## src/rtl/accum_arbiter_pkg.sv

```systemverilog
// Shared constants and helpers for the round-robin accumulating arbiter.
package accum_arbiter_pkg;

  localparam int DEFAULT_NUM_REQ = 4;
  localparam int DEFAULT_WIDTH   = 32;

  // Width of a requester index; never narrower than one bit.
  function automatic int idx_width(input int n);
    return (n > 1) ? $clog2(n) : 1;
  endfunction

endpackage

```

## src/rtl/rr_arbiter.sv

```systemverilog
// Round-robin grant: lowest-numbered valid request at or after ptr, wrapping.
module rr_arbiter
  import accum_arbiter_pkg::*;
#(
  parameter int NUM_REQ = DEFAULT_NUM_REQ
) (
  input  logic [NUM_REQ-1:0]            req,
  input  logic [idx_width(NUM_REQ)-1:0] ptr,
  output logic [NUM_REQ-1:0]            grant
);

  logic [2*NUM_REQ-1:0] req_dbl;
  logic [2*NUM_REQ-1:0] gnt_dbl;
  logic [NUM_REQ-1:0]   rot_req;
  logic [NUM_REQ-1:0]   rot_gnt;

  // Rotate so ptr sits at bit 0, pick the lowest set bit, rotate back.
  always_comb begin
    req_dbl = {req, req} >> ptr;
    rot_req = req_dbl[NUM_REQ-1:0];
    rot_gnt = rot_req & (-rot_req);
    gnt_dbl = {{NUM_REQ{1'b0}}, rot_gnt} << ptr;
    grant   = gnt_dbl[NUM_REQ-1:0] | gnt_dbl[2*NUM_REQ-1:NUM_REQ];
  end

endmodule

```

## src/rtl/accum_arbiter.sv

```systemverilog
// Per-requester accumulators sharing one adder behind a round-robin arbiter.
// Define ACCUM_ARBITER_OVERFLOW_EN to report the adder carry-out on rsp_ovf.
module accum_arbiter
  import accum_arbiter_pkg::*;
#(
  parameter int NUM_REQ = DEFAULT_NUM_REQ,
  parameter int WIDTH   = DEFAULT_WIDTH
) (
  input  logic                           clock,
  input  logic                           reset_n,
  input  logic [NUM_REQ-1:0]             req_valid,
  output logic [NUM_REQ-1:0]             req_ready,
  input  logic [NUM_REQ*WIDTH-1:0]       req_data,
  input  logic [NUM_REQ-1:0]             req_clear,
  output logic                           rsp_valid,
  input  logic                           rsp_ready,
  output logic [idx_width(NUM_REQ)-1:0]  rsp_id,
  output logic [WIDTH-1:0]               rsp_data,
  output logic                           rsp_ovf,
  output logic [NUM_REQ*WIDTH-1:0]       acc_value
);

  localparam int            IW      = idx_width(NUM_REQ);
  localparam logic [IW-1:0] LAST_ID = IW'(NUM_REQ - 1);

  logic [WIDTH-1:0]   acc [NUM_REQ];
  logic [IW-1:0]      ptr;
  logic [NUM_REQ-1:0] grant;
  logic               stall;
  logic               xfer;
  logic [IW-1:0]      win_id;
  logic [WIDTH-1:0]   sel_data;
  logic [WIDTH-1:0]   sel_acc;
  logic               sel_clear;
  logic [WIDTH-1:0]   new_val;

  rr_arbiter #(.NUM_REQ(NUM_REQ)) u_rr (
    .req   (req_valid),
    .ptr   (ptr),
    .grant (grant)
  );

  // An unaccepted response blocks every requester so the output can hold.
  assign stall     = rsp_valid && !rsp_ready;
  assign req_ready = (reset_n && !stall) ? grant : '0;
  assign xfer      = |req_ready;

  always_comb begin
    win_id    = '0;
    sel_data  = '0;
    sel_acc   = '0;
    sel_clear = 1'b0;
    for (int i = 0; i < NUM_REQ; i++) begin
      if (grant[i]) begin
        win_id    = IW'(i);
        sel_data  = req_data[i*WIDTH +: WIDTH];
        sel_acc   = acc[i];
        sel_clear = req_clear[i];
      end
    end
  end

`ifdef ACCUM_ARBITER_OVERFLOW_EN
  logic [WIDTH:0] sum;
  logic           new_carry;

  assign sum       = {1'b0, sel_acc} + {1'b0, sel_data};
  assign new_val   = sel_clear ? sel_data : sum[WIDTH-1:0];
  assign new_carry = !sel_clear && sum[WIDTH];

  always_ff @(posedge clock or negedge reset_n) begin
    if (!reset_n) begin
      rsp_ovf <= 1'b0;
    end else if (xfer) begin
      rsp_ovf <= new_carry;
    end
  end
`else
  assign new_val = sel_clear ? sel_data : sel_acc + sel_data;
  assign rsp_ovf = 1'b0;
`endif

  always_ff @(posedge clock or negedge reset_n) begin
    if (!reset_n) begin
      ptr       <= '0;
      rsp_valid <= 1'b0;
      rsp_id    <= '0;
      rsp_data  <= '0;
      for (int i = 0; i < NUM_REQ; i++) begin
        acc[i] <= '0;
      end
    end else if (xfer) begin
      for (int i = 0; i < NUM_REQ; i++) begin
        if (grant[i]) begin
          acc[i] <= new_val;
        end
      end
      ptr       <= (win_id == LAST_ID) ? '0 : win_id + IW'(1);
      rsp_valid <= 1'b1;
      rsp_id    <= win_id;
      rsp_data  <= new_val;
    end else if (rsp_ready) begin
      rsp_valid <= 1'b0;
    end
  end

  for (genvar g = 0; g < NUM_REQ; g++) begin : g_acc
    assign acc_value[g*WIDTH +: WIDTH] = acc[g];
  end

endmodule
```

## config.mk

```make
export PLATFORM = sky130hd
export DESIGN_NAME = accum_arbiter
export DESIGN_NICKNAME = d
export VERILOG_FILES = /design/src/rtl/accum_arbiter_pkg.sv /design/src/rtl/rr_arbiter.sv /design/src/rtl/accum_arbiter.sv
export SDC_FILE = /design/constraint.sdc
export NUM_CORES = 1
export LEC_CHECK = 0
export CAP_MARGIN = 15
export CORE_UTILIZATION = 34
export DETAILED_ROUTE_END_ITERATION = 12
export GPL_ROUTABILITY_DRIVEN = 0
export PLACE_DENSITY = 0.73
export SLEW_MARGIN = 20
export SYNTH_ARGS = -nofsm -noshare
export SYNTH_HDL_FRONTEND = slang
export SYNTH_SLANG_ARGS = --single-unit
```

## constraint.sdc

```tcl
create_clock -name clock -period 4.88 [get_ports clock]
set_clock_uncertainty 0.15 [all_clocks]
set_input_delay 0.976 -clock clock [delete_from_list [all_inputs] [get_ports clock]]
set_output_delay 0.976 -clock clock [all_outputs]
set_load 0.02 [all_outputs]
```

### Yosys cells after proc, flatten, opt, wreduce, memory -nomap -nowiden

Index checks and enable logic that the tools add are counted.
Widths: inputs -> output; s select.

* bitwise operators: 2
* reductions and logical operators: 10
* add/sub/neg operators: 3
* shift operators: 2
* equality and inequality tests: 1
* muxes and demuxes: 20

Operators by type and width (number)
* $mux 32: 9
* $add 32x32->32: 1
* $reduce_and 2->1: 4
* $shl 4x2->8: 1
* $shr 8x2->4: 1
* $mux 1: 7
* $mux 2: 3
* $and 4x4->4: 1
* $mux 4: 1
* $neg 4->4: 1
* $or 4x4->4: 1
* $reduce_or 4->1: 1
* $add 2x1->2 const B: 1
* $eq 2x2->1 const B: 1
* $logic_and 1x1->1: 2
* $logic_not 1->1: 2
* $reduce_bool 2->1: 1

* register bits after elaboration: 165
* output and inout port bits: 168
* logic and storage cells: 46

### Longest topological paths before layout

* word-level depth: 11
* depth in mapped cells: 20
* gate-level depth less buffers: 17

### Hierarchy

Synthesis repeated with hierarchy kept, for this count alone.

* cell total of the unflattened synthesis: 1173
* area, all modules: 9818.2 um^2

Modules (own cells, without submodules)
* accum_arbiter: sequential area each 4129.0 um^2, instances 1, cells each 1154, area an instance 9706.8 um^2
* rr_arbiter: sequential area each 0.0 um^2, instances 1, cells each 19, area an instance 111.4 um^2

### Least setup slack after synthesis

OpenSTA, ideal clock, no wires.

* path kind: in2reg
* from: in req_valid[0]
* to: reg acc (netlist bit acc_value[126])
* setup slack: -0.026 ns
* arrival: 4.690 ns
* path buffers: 2
* cell stages on the path: 18
* cell sequence: nor2_1 o21ba_2 o21ai_1 clkbuf_1 clkbuf_1 o221ai_1 o21ai_0 ha_1 inv_1 fa_1 nor2b_1 o31ai_1 a21o_1 a211oi_1 o2111ai_1 a2111o_1 nand3_1 mux2_2

* longest elaborated chain between the ends: 11
* elaborated cells between the ends (all ways): 22
* those cells by class: add/sub: 2; shift: 2; mux: 14; bitwise: 2; reduce/logical: 2

Ends and longest elaborated chain
* from (decl): line accum_arbiter.sv:11 `input logic [NUM_REQ-1:0] req_valid,`
* $shr 8x2->4 (*): line rr_arbiter.sv:19 `req_dbl = {req, req} >> ptr;`
* $neg 4->4: line rr_arbiter.sv:21 `rot_gnt = rot_req & (-rot_req);`
* $and 4x4->4 (*): line rr_arbiter.sv:21
* $shl 4x2->8 (*): line rr_arbiter.sv:22 `gnt_dbl = {{NUM_REQ{1'b0}}, rot_gnt} << ptr;`
* $or 4x4->4 (*): line rr_arbiter.sv:23 `grant = gnt_dbl[NUM_REQ-1:0] | gnt_dbl[2*NUM_REQ-1:NUM_REQ];`
* $mux 32 (4 in a row): line accum_arbiter.sv:54 `if (grant[i]) begin`
* $add 32x32->32: line accum_arbiter.sv:79 `assign new_val = sel_clear ? sel_data : sel_acc + sel_data;`
* $mux 32: line accum_arbiter.sv:79
* to (signal, indexed assignment): line accum_arbiter.sv:95 `acc[i] <= new_val;`
* to (decl): line accum_arbiter.sv:26 `logic [WIDTH-1:0] acc [NUM_REQ];`

Every way passes the cells marked *; elsewhere a longest branch is shown, timed or not.
A chain may end at the register's enable or synchronous reset.

### Worst setup path after layout

Same ends and word-level chain as after synthesis.

==> metrics.log <==
INFO  metric run_status = completed
INFO  metric critical_path_buf_inv_count = 6
INFO  metric clockBufferDepth = 2
INFO  metric fmaxAchievable = 214.8 MHz
INFO  metric buffer_ports.inserted = 305
INFO  metric via_per_inst = 5.607
INFO  metric grt_pass1_wl = 62.07 mm
INFO  metric power.density = 855.8 nW/um2
INFO  metric ant_nets = 0
INFO  metric count_of_maximum_capacitance_violations = 0
INFO  metric floorplan.initialDensity = 34.76%
INFO  metric worst-slew-pin-transition = 0.9344 ns
INFO  metric cp_dominant_cell_by_count = sky130_fd_sc_hd__buf_4
INFO  metric num_io_pins = 307
INFO  metric worst_setup_path_end_kind = flop
INFO  metric final_layout_size_suffix_gt1_share = 20.78%
INFO  metric synth_async_sr_flop_share = 100.0%
INFO  metric path_cells = dlymetal6s2s_1, buf_4, o21ai_1, o211ai_1, buf_4, buf_12, o221ai_1, o21ai_0, buf_4, ha_1, and4_4, o2111ai_1, a21o_1, a211oi_2, buf_4, o2111ai_2, a2111o_1, nand3_2, mux2_2
INFO  metric timing_hold_violations_final = 0
INFO  metric grt_max_degree = 73
INFO  metric highest_fanout_seen_on_the_critical_path = 24
INFO  metric tritoncts = done
INFO  metric die_height = 171.0 um
INFO  metric placement_stage_worst_setup_slack = -0.7308 ns
INFO  metric top_cell_type_by_total_area_after_synthesis = sky130_fd_sc_hd__dfrtp_1
INFO  metric topRoutingLayerUsed = met4
INFO  metric cts.sinks = 165
INFO  metric flip_flop_and_latch_count_after_synthesis = 165
INFO  metric total_leakage_power = 6.801 nW
INFO  metric drt_wl_total = 40.99 mm
INFO  metric design.final.nets = 1751
INFO  metric detail_route.first_pass.iterations = 6
INFO  metric core.rowCount = 61
INFO  metric post_dp_cell_area = 14580 um2
INFO  metric fin_crit = 4.656 ns
INFO  metric relSlewSlack = 37.71%
INFO  metric number_of_buffers_added_by_the_clock_tree_synthesis_step = 17
INFO  metric synth-seq-area-share = 42.53%
INFO  metric dominantRegCellSynth = sky130_fd_sc_hd__dfrtp_1
INFO  metric worstHoldPathType = input pin to asynchronous set/reset pin
INFO  metric clock_latency = 0.43 ns
INFO  metric cp_slowest_stage_delay = 0.47 ns
INFO  metric postSynthNetCount = 1295
INFO  metric synth_warnings = 0
INFO  metric wl_met2 = 20.14 mm
INFO  metric cts_htree_levels = 4
INFO  metric routedWlPerCell = 20.80 um
INFO  metric clock_pin_transition_on_the_worst_setup_and_hold_timing_paths = 0.07 ns
INFO  metric dp.final_hpwl = 30.10 mm
INFO  metric die_area = 29240 um2
INFO  metric grt.overflow.total = 0
INFO  metric final.setup.worst_slack = 0.2245 ns
INFO  metric wl_met1 = 16.07 mm
INFO  metric cts.root.buffer_cell = sky130_fd_sc_hd__clkbuf_16
INFO  metric yosys.area.top_type_share = 42.53%
INFO  metric drcViolationCount = 0
INFO  metric synth.lib_cells_used.distinct = 67
INFO  metric synth.area.top_cells = sky130_fd_sc_hd__dfrtp_1 (43%), sky130_fd_sc_hd__o21ai_0 (8.6%), sky130_fd_sc_hd__nand2_1 (7.1%), sky130_fd_sc_hd__a21oi_1 (6.5%), sky130_fd_sc_hd__ha_1 (4.0%)
INFO  metric syn-cell-area = 9709 um2
INFO  metric setup_viol = 0
INFO  metric syn_avg_cell_area = 8.638 um2
INFO  metric synthesis_to_finish_area_growth = 60.70%
INFO  metric slew_viol_final = 0
INFO  metric antenna_found_initial = 0
INFO  metric peakVddDrop = 0.3275 mV
INFO  metric global_route.usage.total = 27.98%
INFO  metric cp_data_required_time = 5.09 ns
INFO  metric worst_path_dominant_cell_family = compound AO/OA/AOI/OAI gates
INFO  metric final_cell_mix = sky130_fd_sc_hd__clkdlybuf4s50_1 (300), sky130_fd_sc_hd__buf_4 (197), sky130_fd_sc_hd__nand2_1 (178)
INFO  metric vias_in_the_first_global_route = 11.13k
INFO  metric timing.critical_path.slowest_stage_cell = sky130_fd_sc_hd__a2111o_1
INFO  metric finalInstanceArea = 15600 um2
INFO  metric synthCells = 1124
INFO  metric start_kind = input pin
INFO  metric via_count = 11.05k
INFO  metric drt-initial-drc-count = 967
INFO  metric worst-setup-path-type = input pin to flop
INFO  metric p_total = 13.35 mW
INFO  metric synth_edf_count = 0
INFO  metric fillerInstances = 2482
INFO  metric final.period_utilization = 95.40%
INFO  metric core-area = 27930 um2
INFO  metric die_width = 171.0 um
INFO  metric met3RoutedLength = 3.074 mm
INFO  metric crit_arrival = 4.87 ns
INFO  metric layout_commonest_cell = sky130_fd_sc_hd__clkdlybuf4s50_1
INFO  metric fin_worst_hold_slack = 0.2486 ns
INFO  metric antennaDiodeCount = 0
## registers in the layout (all words and copies together), names as in the netlist
signal and count:
acc_value 128, ptr 2, rsp_data 32, rsp_id 2
rsp_valid 1
## worst paths after layout
check                                             end             startpoint  slack, ns  cells after the start
hold reg to reg                 rsp_id[0]$_DFFE_PN0N_  rsp_id[0]$_DFFE_PN0N_       0.35                      1
setup reg to reg           acc_value[126]$_DFFE_PN0P_     ptr[0]$_DFFE_PN0N_       0.30                     18
min in group clock              rsp_id[0]$_DFFE_PN0N_  rsp_id[0]$_DFFE_PN0N_       0.35                      1
max in group asynchronous  acc_value[107]$_DFFE_PN0P_                reset_n       3.12                      2
hold / removal                  rsp_id[1]$_DFFE_PN0N_                reset_n       0.25                      1
setup / recovery           acc_value[126]$_DFFE_PN0P_           req_valid[0]       0.22                     19
## power by group
part,internal (mW),switching (mW),total [mW]
Combinational,4.38,4.94,9.31
Sequential,2.02,0.548,2.57
Clock,0.865,0.609,1.47
## stage by stage
stage	instances	TNS [ns]	utilization (%)
after floorplan	1124	0	-
after global placement	1925	-32.61	52.20
after detailed placement	1925	-46.84	52.20
after CTS	1967	0	55.28
after global routing	1971	-0.002490	55.85
final	1971	0	55.85
## per-layer routing
layer	GRT usage [%]	vias up
li1	-	5030
met1	33.56	5340
met2	48.09	578
met3	5.667	104
met4	12.66	0
met5	0	-
## cell type report
cell class | count | area [um2] | area share [%]
clock buffer | 18 | 429.2 | 2.751
sequential | 165 | 4129 | 26.46
tap | 378 | 473.0 | 3.031
multi-input combinational | 862 | 5440 | 34.87
inverter | 16 | 60.06 | 0.3849
clock inverter | 14 | 198.9 | 1.275
timing repair buffer | 518 | 4872 | 31.23
## Yosys cell counts, drive strengths merged (16+ instances only)
cell type    n
o221ai      44
buf         17
nand2      184
a222oi      17
a21oi      128
ha          31
inv         16
o21ai      174
dfrtp      165
nor2        74
clkbuf      64
mux2        28
## cell families (layout without fill, tap and decap cells)
family          count (synthesis)  in the layout  synth area share (%)
compound gates                452            452                 29.33
simple gates                  315            315                 13.45
flops                         165            165                 42.53
buf+inv                        97            566                 3.969
mux                            41             41                 4.588
fa+ha+maj                      32             32                 4.201
xor+xnor                       21             21                 1.894
other cells                     1              1               0.03862
## worst register-to-register path: stages (launching register included)
cell	delay, ns
sky130_fd_sc_hd__dfrtp_1	0.58
sky130_fd_sc_hd__nor2b_1	0.29
sky130_fd_sc_hd__o21ba_2	0.20
sky130_fd_sc_hd__o21ai_4	0.09
sky130_fd_sc_hd__buf_4	0.15
sky130_fd_sc_hd__bufbuf_16	0.30
sky130_fd_sc_hd__o221ai_1	0.20
sky130_fd_sc_hd__o21ai_1	0.10
sky130_fd_sc_hd__buf_4	0.14
sky130_fd_sc_hd__ha_1	0.35
sky130_fd_sc_hd__and4_4	0.25
sky130_fd_sc_hd__o2111ai_1	0.11
sky130_fd_sc_hd__a21o_1	0.25
sky130_fd_sc_hd__a211oi_2	0.27
sky130_fd_sc_hd__buf_4	0.16
sky130_fd_sc_hd__o2111ai_2	0.13
sky130_fd_sc_hd__a2111o_1	0.47
sky130_fd_sc_hd__nand3_2	0.14
sky130_fd_sc_hd__mux2_2	0.18
## repair_timing
| action | 4_1_cts | 5_1_grt |
|---|---|---|
| resized for setup | 24 | 41 |
| cloned | 2 | 0 |
| pin swaps | 3 | 18 |
| setup endpoints to repair | 56 | 95 |
| hold buffers | 0 | 0 |
| setup buffers | 8 | 4 |
Note: power is estimated with default switching activity, not from simulation.
